==> src/rtl/genius_sequence_player.sv <==
// Plays back up to 16 captured two-bit symbols on a one-hot LED display, lighting each
// symbol for ON_TICKS cycles followed by an OFF_TICKS dark gap. All outputs are registered.
module genius_sequence_player #(
  parameter int unsigned ON_TICKS  = 25000000,
  parameter int unsigned OFF_TICKS = 12500000
) (
  input  logic        clock,
  input  logic        reset,
  input  logic        start,
  input  logic [4:0]  length,
  input  logic [31:0] seq_flat,
  output logic [2:0]  leds,
  output logic [3:0]  step,
  output logic        busy,
  output logic        done,
  output logic        bad_symbol
);

  localparam int unsigned MaxTicks  = (ON_TICKS > OFF_TICKS) ? ON_TICKS : OFF_TICKS;
  localparam int unsigned TickWidth = $clog2(MaxTicks + 1);

  localparam logic [TickWidth-1:0] OnLast  = TickWidth'(ON_TICKS - 1);
  localparam logic [TickWidth-1:0] OffLast = TickWidth'(OFF_TICKS - 1);

  localparam logic [1:0] StIdle   = 2'd0;
  localparam logic [1:0] StOn     = 2'd1;
  localparam logic [1:0] StOff    = 2'd2;
  localparam logic [1:0] StFinish = 2'd3;

  logic [1:0]           state_q, state_d;
  logic [31:0]          shadow_q, shadow_d;
  logic [4:0]           count_q, count_d;
  logic [3:0]           step_q, step_d;
  logic [TickWidth-1:0] tick_q, tick_d;
  logic [2:0]           leds_q, leds_d;
  logic                 busy_q, busy_d;
  logic                 done_q, done_d;
  logic                 bad_q, bad_d;
  logic [1:0]           symbol_d;

  // Next-state control: sequencing of steps and tick timing.
  always_comb begin
    state_d  = state_q;
    shadow_d = shadow_q;
    count_d  = count_q;
    step_d   = step_q;
    tick_d   = tick_q;
    bad_d    = bad_q;

    case (state_q)
      StIdle: begin
        if (start) begin
          shadow_d = seq_flat;
          count_d  = (length > 5'd16) ? 5'd16 : length;
          step_d   = 4'd0;
          tick_d   = '0;
          bad_d    = 1'b0;
          state_d  = (length != 5'd0) ? StOn : StFinish;
        end
      end
      StOn: begin
        if (tick_q == OnLast) begin
          tick_d  = '0;
          state_d = StOff;
        end else begin
          tick_d = tick_q + 1'b1;
        end
      end
      StOff: begin
        if (tick_q == OffLast) begin
          tick_d = '0;
          if (({1'b0, step_q} + 5'd1) < count_q) begin
            step_d  = step_q + 4'd1;
            state_d = StOn;
          end else begin
            state_d = StFinish;
          end
        end else begin
          tick_d = tick_q + 1'b1;
        end
      end
      StFinish: state_d = StIdle;
      default:  state_d = StIdle;
    endcase
  end

  // Outputs are derived from the next state so that registered outputs line up with it.
  always_comb begin
    symbol_d = shadow_d[{step_d, 1'b0} +: 2];
    busy_d   = (state_d == StOn) || (state_d == StOff);
    done_d   = (state_d == StFinish);
    leds_d   = 3'b000;
    if (state_d == StOn) begin
      case (symbol_d)
        2'd0:    leds_d = 3'b001;
        2'd1:    leds_d = 3'b010;
        2'd2:    leds_d = 3'b100;
        default: leds_d = 3'b000;
      endcase
    end
  end

  always_ff @(posedge clock or posedge reset) begin
    if (reset) begin
      state_q  <= StIdle;
      shadow_q <= '0;
      count_q  <= '0;
      step_q   <= '0;
      tick_q   <= '0;
      leds_q   <= '0;
      busy_q   <= 1'b0;
      done_q   <= 1'b0;
      bad_q    <= 1'b0;
    end else begin
      state_q  <= state_d;
      shadow_q <= shadow_d;
      count_q  <= count_d;
      step_q   <= step_d;
      tick_q   <= tick_d;
      leds_q   <= leds_d;
      busy_q   <= busy_d;
      done_q   <= done_d;
      bad_q    <= bad_d | ((state_d == StOn) && (symbol_d == 2'd3));
    end
  end

  assign leds       = leds_q;
  assign step       = step_q;
  assign busy       = busy_q;
  assign done       = done_q;
  assign bad_symbol = bad_q;

endmodule

==> config.mk <==
export PLATFORM = sky130hd
export DESIGN_NAME = genius_sequence_player
export DESIGN_NICKNAME = d
export VERILOG_FILES = /design/src/rtl/genius_sequence_player.sv
export SDC_FILE = /design/constraint.sdc
export NUM_CORES = 1
export LEC_CHECK = 0
export CAP_MARGIN = 20
export CORE_MARGIN = 5
export CORE_UTILIZATION = 47
export CTS_BUF_LIST = sky130_fd_sc_hd__clkbuf_4 sky130_fd_sc_hd__clkbuf_8
export CTS_CLUSTER_DIAMETER = 60
export CTS_CLUSTER_SIZE = 14
export DETAILED_ROUTE_END_ITERATION = 10
export DONT_BUFFER_PORTS = 1
export GPL_TIMING_DRIVEN = 0
export SYNTH_ARGS = -nofsm -noshare
export SYNTH_HDL_FRONTEND = slang
export SYNTH_SLANG_ARGS = --single-unit
==> constraint.sdc <==
create_clock -name clock -period 3.6 [get_ports clock]
set_input_delay 0.36 -clock clock [delete_from_list [all_inputs] [get_ports clock]]
set_output_delay 0.36 -clock clock [all_outputs]
set_load 0.02 [all_outputs]
======== After elaboration in Yosys (flattened, before gate mapping) ========
Index checks and enable logic that the tools add are counted.
storage, ports and cells
  input bits .............................. 40
  logic and storage cells ................. 57
  register bits after elaboration ......... 74
operators by class
  order comparisons ....................... 2
  bitwise logic cells ..................... 1
  reduce and logical (&&, ||, !) cells .... 8
  add/sub/neg operators ................... 3
  equal/unequal tests ..................... 12
  multiplexer cells ....................... 21
  shift-type cells ........................ 1
operators with widths
  operator                 number
  $mux W25                 3
  $pmux W25 S3             1
  $mux W32                 2
  $shiftx A32 B6 Y2        1
  $add A25 B1 Y25 const B  1
  $eq A25 B24 Y1 const B   1
  $eq A25 B25 Y1 const B   1
  $eq A2 B2 Y1 const B     6
  $mux W4                  3
  $mux W2                  5
  $pmux W3 S3              1
  $pmux W2 S4              1
  $pmux W4 S2              1
  $eq A2 B1 Y1 const B     3
  $add A4 B1 Y5 const B    1
  $gt A5 B5 Y1 const B     1
  $lt A5 B5 Y1             1
  $mux W5                  1
  $reduce_bool A5 Y1       1
  $add A4 B1 Y4 const B    1
  $logic_not A2 Y1         2
  $reduce_and A2 Y1        2
  $mux W3                  1
  $reduce_bool A3 Y1       1
  other kinds (5)          6

======== Longest topological paths before layout ========
Gate-level depths: netlist of the first run.
  depth in word-level cells ............... 9
  depth in mapped cells ................... 15
  gate-level depth less buffers ........... 14

======== Worst setup path after synthesis of the first run ========
Ideal clock, no wire load.
  path type ............................... register to register
  start ................................... reg step_q[0], in the netlist step[0]
  end ..................................... reg bad_q, in the netlist bad_symbol
  data arrival time ....................... 3.313 ns
  path slack .............................. 0.195 ns
  library setup time ...................... 0.092 ns
  required time ........................... 3.508 ns
  cell stages (with the launch flop) ...... 16
  period minus slack after synthesis ...... 3.405 ns
  cell sequence ........................... dfrtp_1 ha_1 xor2_1 ha_1 a21o_1 a31oi_1 o21ai_0 mux2_2 and2_1 buf_4 inv_2 nor2_1 o21ai_0 a21oi_1 or3_1 o31ai_2
on the way
  word-level cells in the longest chain between the ends .. 9
ends and longest elaborated chain
  what                    RTL line  RTL
  from (decl)             33        logic [3:0] step_q, step_d;
  from (signal assigned)  118       step_q <= step_d;
  $add A4 B1 Y5           72        if (({1'b0, step_q} + 5'd1) < count_q) begin
  $lt A5 B5 Y1            72
  $mux W4                 72
  $mux W4                 70        if (tick_q == OffLast) begin
  $pmux W4 S2 *           50        case (state_q)
  named net step_d[0]     33
  $shiftx A32 B6 Y2 *     89        symbol_d = shadow_d[{step_d, 1'b0} +: 2];
  $eq A2 B2 Y1 *          123       bad_q <= bad_d | ((state_d == StOn) && (symbol_d == 2'd3));
  $logic_and A1 B1 Y1 *   123
  $or A1 B1 Y1 *          123
  to (signal assigned)    123
  to (decl)               38        logic bad_q, bad_d;
Mark *: on every way through the listed nets, which the timed path passes. The rest lies on a longest branch.
A chain may end at the register's enable or synchronous reset.

======== Final worst setup path of the first run ========
  start ................................... reg step_q[0], in the netlist step[0]
  end ..................................... reg leds_q[0], in the netlist leds[0]
on the way
  word-level cells in the longest chain between the ends .. 9
ends and longest elaborated chain
  what                                        RTL line  RTL
  $add A4 B1 Y5                               72
  $lt A5 B5 Y1                                72
  $mux W4                                     72
  $mux W4                                     70
  $pmux W4 S2                                 50
  $shiftx A32 B6 Y2                           89
  $eq A2 B2 Y1, or another cell as far along  94        case (symbol_d)
  $pmux W3 S3                                 94
  $mux W3 *                                   93        if (state_d == StOn) begin
  named net leds_d[0]                         35        logic [2:0] leds_q, leds_d;
  to (signal assigned)                        120       leds_q <= leds_d;
  to (decl)                                   35
Marks and branches as above.

==> summary.md, run 1 <==
| Metric | Value |
|---|---|
| Layout fillers | 754 |
| Via count | 2870 |
| Worst path slowest cell | dfrtp_2 |
| Drt via density | 5.551 |
| Synth-to-Final Area Change | 14.08% |
| Largest net degree at the start of global routing | 65 |
| Post-Route Utilization | 54.38% |
| Final number of setup-violating endpoints | 0 |
| Gr usage total | 18.29% |
| Final Cycle Share | 95.89% |
| Power density over cell area | 659.1 nW/um^2 |
| Post-Syn Instances | 389 |
| WL final | 8609 um |
| Global placement routability congestion | 0.7863 |
| Yosys reg bits | 74 |
| # IOs | 50 |
| Initial antenna violation count | 1 |
| WP buf/inv | 3 |
| Die height | 100.6 um |
| CTS tree | yes |
| WL/cell | 16.65 um |
| Iteration-0 DRC Markers | 106 |
| Worst EP required | 3840 ps |
| Status | finished clean |
| Commonest non-fill, non-tap cell in the layout | dfrtp_1 |
| Slew margin rel. | 62.79% |
| First-pass GRT wire length | 14620 um |
| Reg-to-reg slack, setup | 150 ps |
| Tmin final | 3452 ps |
| Syn_area_per_cell | 9.916 um^2 |
| Core footprint | 8093 um^2 |
| TNS Setup | 0 ps |
| Setup crit start kind | register |
| Critical path, cell by cell | ha_4 > xor2_1 > ha_1 > a21o_1 > a31oi_4 > o21ai_4 > mux2_4 > and2_1 > buf_6 > buf_4 > a21oi_1 > o21ai_0 > a31oi_1 > mux2i_2 > buf_4 > and3_1 |
| Fmax | 0.2897 GHz |
| Max-slew violations | 0 |
| Post-synth cell types | 48 |
| Most used cell, CP | buf_4 |
| Sink Count | 74 |
| Worst-path clk slew | 90 ps |
| Crit path max-delay family | compound AO/OA/AOI/OAI gates |
| CP Capture Type | register |
| Starting Density | 47.67% |
| Detailed Place HPWL | 6111 um |
| Final nets | 459 |
| Warnings from Yosys | 0 |
| # H-tree levels | 3 |
| Die Wd | 100.6 um |
| Sequential fraction of the synthesis area | 48.01% |
| Final Hold Viols | 0 |
| Clock Latency Late Sink | 360 ps |
| CP Data Arrival Time | 3690 ps |
| Mapped cell area | 3857 um^2 |
| Max-cap violations | 0 |
| Fin Clk Skew | 16.77 ps |
| Drt drc | 0 |
| Vias in the first global route | 2901 |
| Ratio of cells with drive above 1 in the final layout | 17.96% |
| Overall power | 2.900 mW |
| Port Buffers | 0 |
| Overflow after GRT | 0 |
| Setup CP Type | reg -> reg |
| Max clock buf depth | 2 |
| Hold Crit Class | in -> reg |
| VDD IR max | 0.0002964 V |
| Crit path max fanout | 10 |
| Antenna Cells | 0 |
| Worst Tran Pin Value | 556.1 ps |
| Area of the die | 10120 um^2 |
| Lkg Pwr | 1.975 nW |
| First-pass DRT Iterations | 4 |
| Synth Net Count | 441 |
| Most frequent cells in the layout | 72 x dfrtp_1, 45 x nand2_1, 30 x o21ai_0, 29 x nor2_1, 24 x mux2_2 |
| Cts bufs inserted | 9 |
| Final ANT Viol Nets | 0 |
| CP max stage delay | 520 ps |
| CTS Root Cell | clkbuf_8 |
| Num rows | 33 |
## registers in the layout, summed over array words and instances (netlist names)
register,cells
count_q,5
step,4
shadow_q,32
bad_symbol,1
leds,3
done,1
tick_q,25
state_q,2
busy,1
## worst paths after layout
check,to,depth (start not counted),from
worst max-delay path,leds[0],16,step[0]
worst max register to register,leds[0],16,step[0]
worst min-delay path,shadow_q[24],2,seq_flat[24]
min in group asynchronous,tick_q[13],2,reset
max in group asynchronous,step[1],3,reset
worst min register to register,shadow_q[24],2,shadow_q[24]
## through the flow
step                std cells  hold slack (ps)  setup WS [ps]  instance area (um^2)
floorplan                 389            446.5          195.0                  3857
global placement          494            463.7         -366.9                  3989
detailed placement        495            156.5         -420.2                  4019
CTS                       513            133.3          10.49                  4299
global route              517            143.4         -29.12                  4400
finish                    517            147.5          148.1                  4400
## power by group
group / switching [mW] / leakage (nW) / internal [mW]
logic: 0.521 / 0.909 / 0.384
registers: 0.114 / 0.945 / 1.07
clock network: 0.339 / 0.120 / 0.466
total: 0.975 / 1.97 / 1.93
## cells by family (layout without fill, tap and decap cells)
family / Yosys count / count (layout) / share of synthesized area, %
compound gates: 75 / 75 / 11.77
xor+xnor: 13 / 13 / 2.952
fa+ha+maj: 12 / 12 / 3.892
buf+inv: 36 / 59 / 3.665
flops: 74 / 74 / 48.01
mux: 41 / 41 / 11.51
simple gates: 138 / 138 / 18.20
## timing repair
action,in CTS,in global routing
setup endpoints to repair,5,4
hold buffers,1,0
buffers inserted,1,4
pin swaps,1,5
resized for setup,8,20
endpoints found under the hold margin,10,0
## synth_stat cells, drive strengths merged
| cell type | number | share of area, % |
|---|---|---|
| dfrtp | 74 | 48 |
| nand2 | 46 | 4.5 |
| o21ai | 33 | 4.3 |
| nor2 | 31 | 3.0 |
| mux2 | 27 | 7.9 |
| inv | 25 | 2.4 |
| a21oi | 21 | 2.8 |
| mux2i | 14 | 3.6 |
| ha | 12 | 3.9 |
| nor3 | 12 | 1.6 |
| and3 | 11 | 1.8 |
| nand3 | 11 | 1.4 |
| xor2 | 9 | 2.0 |
| clkbuf | 8 | 0.78 |
| a211oi | 5 | 1.1 |
| or3 | 5 | 0.94 |
| nand3b | 4 | 0.78 |
| nand4 | 4 | 0.65 |
| xnor2 | 4 | 0.91 |
| a31oi | 3 | 0.49 |
| and4 | 3 | 0.68 |
| buf | 3 | 0.45 |
| o211ai | 3 | 0.94 |
| a21o | 2 | 0.39 |
| nor4bb | 2 | 0.52 |
| o22ai | 2 | 0.32 |
| o31ai | 2 | 0.52 |
| or4 | 2 | 0.39 |
| a22o | 1 | 0.23 |
| a41oi | 1 | 0.23 |
| and2 | 1 | 0.16 |
| nand2b | 1 | 0.16 |
| nand4b | 1 | 0.23 |
| nand4bb | 1 | 0.29 |
| nor4 | 1 | 0.55 |
| o2bb2ai | 1 | 0.23 |
| o41ai | 1 | 0.23 |
| or2 | 1 | 0.16 |
| or4b | 1 | 0.36 |
## layout make-up
class                           instances  area [um^2]  share of cell area (%)
Sequential cell                        74         1854                   42.14
Buffer                                 11        62.56                   1.422
Timing Repair Buffer                    7        75.07                   1.706
Inverter                               25        96.34                   2.189
Tap cell                              105        131.4                   2.985
Clock buffer                            9        123.9                   2.815
Multi-Input combinational cell        279         1933                   43.93
Clock inverter                          7        123.9                   2.815
## per-layer routing
metal	global-route usage [%]	wire, um	vias up
met5	0	13	-
met4	7.461	135	2
met3	4.983	519	12
met2	26.73	3907	64
met1	25.63	4033	1391
li1	-	-	1401
Power figures use the tool's default switching activity.
==> run 2, diff against run 1 <==
- clock period: 3.6 -> 3.95 ns (I/O delays scaled with it)
==> summary.md, run 2 (synthesized netlist as in run 1, its figures left out) <==
| Metric | Value |
|---|---|
| Status | finished clean |
| Overflow after GRT | 0 (unchanged) |
| Die height | 100.6 um (unchanged) |
| Final Hold Viols | 0 (unchanged) |
| CTS tree | yes |
| Commonest non-fill, non-tap cell in the layout | dfrtp_1 |
| Core footprint | 8093 um^2 (unchanged) |
| CP max stage delay | 570 ps (+50 ps) |
| Largest Register | shadow_q |
| Dpl cell area | 4019 um^2 (unchanged) |
| Gr usage total | 18.17% (-0.12 points) |
| Fin Clk Skew | 19.42 ps (+2.649 ps) |
| Area of the die | 10120 um^2 (unchanged) |
| Max clock buf depth | 2 (unchanged) |
| Post-layout worst setup margin | 239.9 ps (+91.84 ps) |
| Power density over cell area | 600.9 nW/um^2 (-8.8%) |
| Die Wd | 100.6 um (unchanged) |
| VDD IR max | 0.0002608 V (-12%) |
| R2r endpoint | leds[0] |
| Lkg Pwr | 1.937 nW (-1.9%) |
| CP Capture Type | register |
| Num rows | 33 (unchanged) |
| Setup crit end | leds[0] |
| First-pass GRT wire length | 14550 um (-0.47%) |
| Vias in the first global route | 2889 (-0.41%) |
| Reg2reg path depth | 15 (-1) |
| Max-cap violations | 0 (unchanged) |
| WP depth | 15 (-1) |
| Crit path max-delay family | compound AO/OA/AOI/OAI gates |
| Post-Route Utilization | 53.00% (-1.4 points) |
| Antenna Cells | 0 (unchanged) |
| Max-slew violations | 0 (unchanged) |
| Port Buffers | 0 (unchanged) |
| # IOs | 50 (unchanged) |
| Drt via density | 5.551 (about the same) |
| Crit path max fanout | 10 (unchanged) |
| Initial antenna violation count | 1 (unchanged) |
| WP buf/inv | 2 (-1) |
| Fmax | 0.2695 GHz (-7.0%) |
| Setup crit start kind | register |
| Final ANT Viol Nets | 0 (unchanged) |
| Setup CP Type | reg -> reg |
| Worst path slowest cell | dfrtp_1 |
| RR Startpoint | step[1] |
| Largest net degree at the start of global routing | 65 (unchanged) |
| Drt drc | 0 (unchanged) |
| First-pass DRT Iterations | 4 (unchanged) |
| Global placement routability congestion | 0.7863 (unchanged) |
| CP Data Arrival Time | 4000 ps (+310 ps) |
| Pre-CTS setup slack | -70.17 ps (+350.0 ps) |
| Final nets | 454 (-1.1%) |
| TNS Setup | 0 ps (unchanged) |
| Worst Tran Pin Value | 567.8 ps (+11.72 ps) |
| Via count | 2842 (-0.98%) |
| Hold slack | 181.6 ps (+34.10 ps) |
| CTS Root Cell | clkbuf_8 |
| Final Cycle Share | 93.93% (-2.0 points) |
| WL/cell | 16.39 um (-1.6%) |
| Tmin final | 3710 ps (+258.2 ps) |
| Number of flip-flops in the largest register | 32 (unchanged) |
| Reg-to-reg slack, setup | 240 ps (+90 ps) |
| Sink Count | 74 (unchanged) |
| Cts bufs inserted | 9 (unchanged) |
| Top flop regs | shadow_q: 32 flops, tick_q: 25 flops, count_q: 5 flops |
| Synth-to-Final Area Change | 11.19% |
| Worst EP required | 4240 ps (+400 ps) |
| Starting Density | 47.67% (unchanged) |
| Detailed Place HPWL | 6111 um (unchanged) |
| Worst-path clk slew | 90 ps (about the same) |
| Iteration-0 DRC Markers | 85 (-20%) |
| Final instance area | 4289 um^2 (-2.5%) |
| Clock Latency Late Sink | 360 ps (about the same) |
| Layout fillers | 763 (+1.2%) |
| Setup crit start | step[1] |
| Slew margin rel. | 62.14% (-0.64 points) |
| # H-tree levels | 3 (unchanged) |
| Final number of setup-violating endpoints | 0 (unchanged) |
| WL final | 8393 um (-2.5%) |
| Critical path, cell by cell | ha_1 > xor2_1 > ha_1 > a21o_1 > a31oi_1 > o21ai_2 > mux2_2 > and2_1 > buf_4 > buf_2 > a21oi_1 > a211oi_1 > a31oi_1 > mux2i_2 > and3_1 |
| Ratio of cells with drive above 1 in the final layout | 14.74% (-3.2 points) |
| Most frequent cells in the layout | 73 x dfrtp_1, 45 x nand2_1, 32 x o21ai_0, 30 x nor2_1, 25 x mux2_2 |
| Hold Crit Class | in -> reg |
==> run 2: cell types whose count changed in the layout (fill, tap and decap cells not counted), sizes merged <==
cell,change
buf,-5
==> run 2: layout make-up <==
cell class	instances	area [um^2]	share of cell area [%]
clock buffer	9	123.9	2.888
timing repair buffer	2	37.54	0.8751
inverter	25	96.34	2.246
sequential	74	1853	43.20
tap	105	131.4	3.063
multi-input combinational	279	1874	43.70
buffer	11	48.80	1.138
clock inverter	7	123.9	2.888
==> run 2: report_power, final <==
part           internal, mW  switching (mW)  total, mW
combinational         0.310           0.448      0.758
sequential            0.979           0.104       1.08
clock                 0.425           0.311      0.737
==> run 2: worst register-to-register path: cells and delay by family (launching register included) <==
| family | cells | cell delay, ps |
|---|---|---|
| adders and majority gates | 2 | 560 |
| xor gates and xnor gates | 1 | 180 |
| buffers and inverters | 2 | 410 |
| and+or+nand+nor | 2 | 350 |
| DFF | 1 | 570 |
| muxes | 2 | 650 |
| AOI/OAI and AO/OA | 6 | 930 |
==> run 2: how the worst min path moves through the flow <==
stage,from,end,slack (ps),cells past startpoint
after floorplan,shadow_q[0],shadow_q[0],450,2
after global placement,shadow_q[20],shadow_q[20],460,2
after detailed placement,reset,tick_q[12],190,1
after CTS,length[4],count_q[4],170,2
after global routing,length[4],count_q[4],180,2
final,seq_flat[24],shadow_q[24],180,2
==> run 2: metal layers <==
layer / GRT usage (%) / routed length, um / vias up
li1: - / - / 1394
met1: 25.40 / 3972 / 1371
met2: 26.58 / 3722 / 64
met3: 4.983 / 586 / 11
met4: 7.461 / 99 / 2
met5: 0 / 13 / -
==> run 2: through the flow <==
stage / instances / total power, mW
global route: 512 / 2.763
CTS: 512 / 2.592
detailed placement: 495 / 1.845
global placement: 494 / 1.812
floorplan: 389 / 1.657
finish: 512 / 2.577
==> run 2: repair_timing <==
item,CTS,global route
endpoints found under the hold margin,10,0
gates resized for setup,2,4
setup endpoints to repair,4,4
hold buffers,1,0
setup buffers,0,0
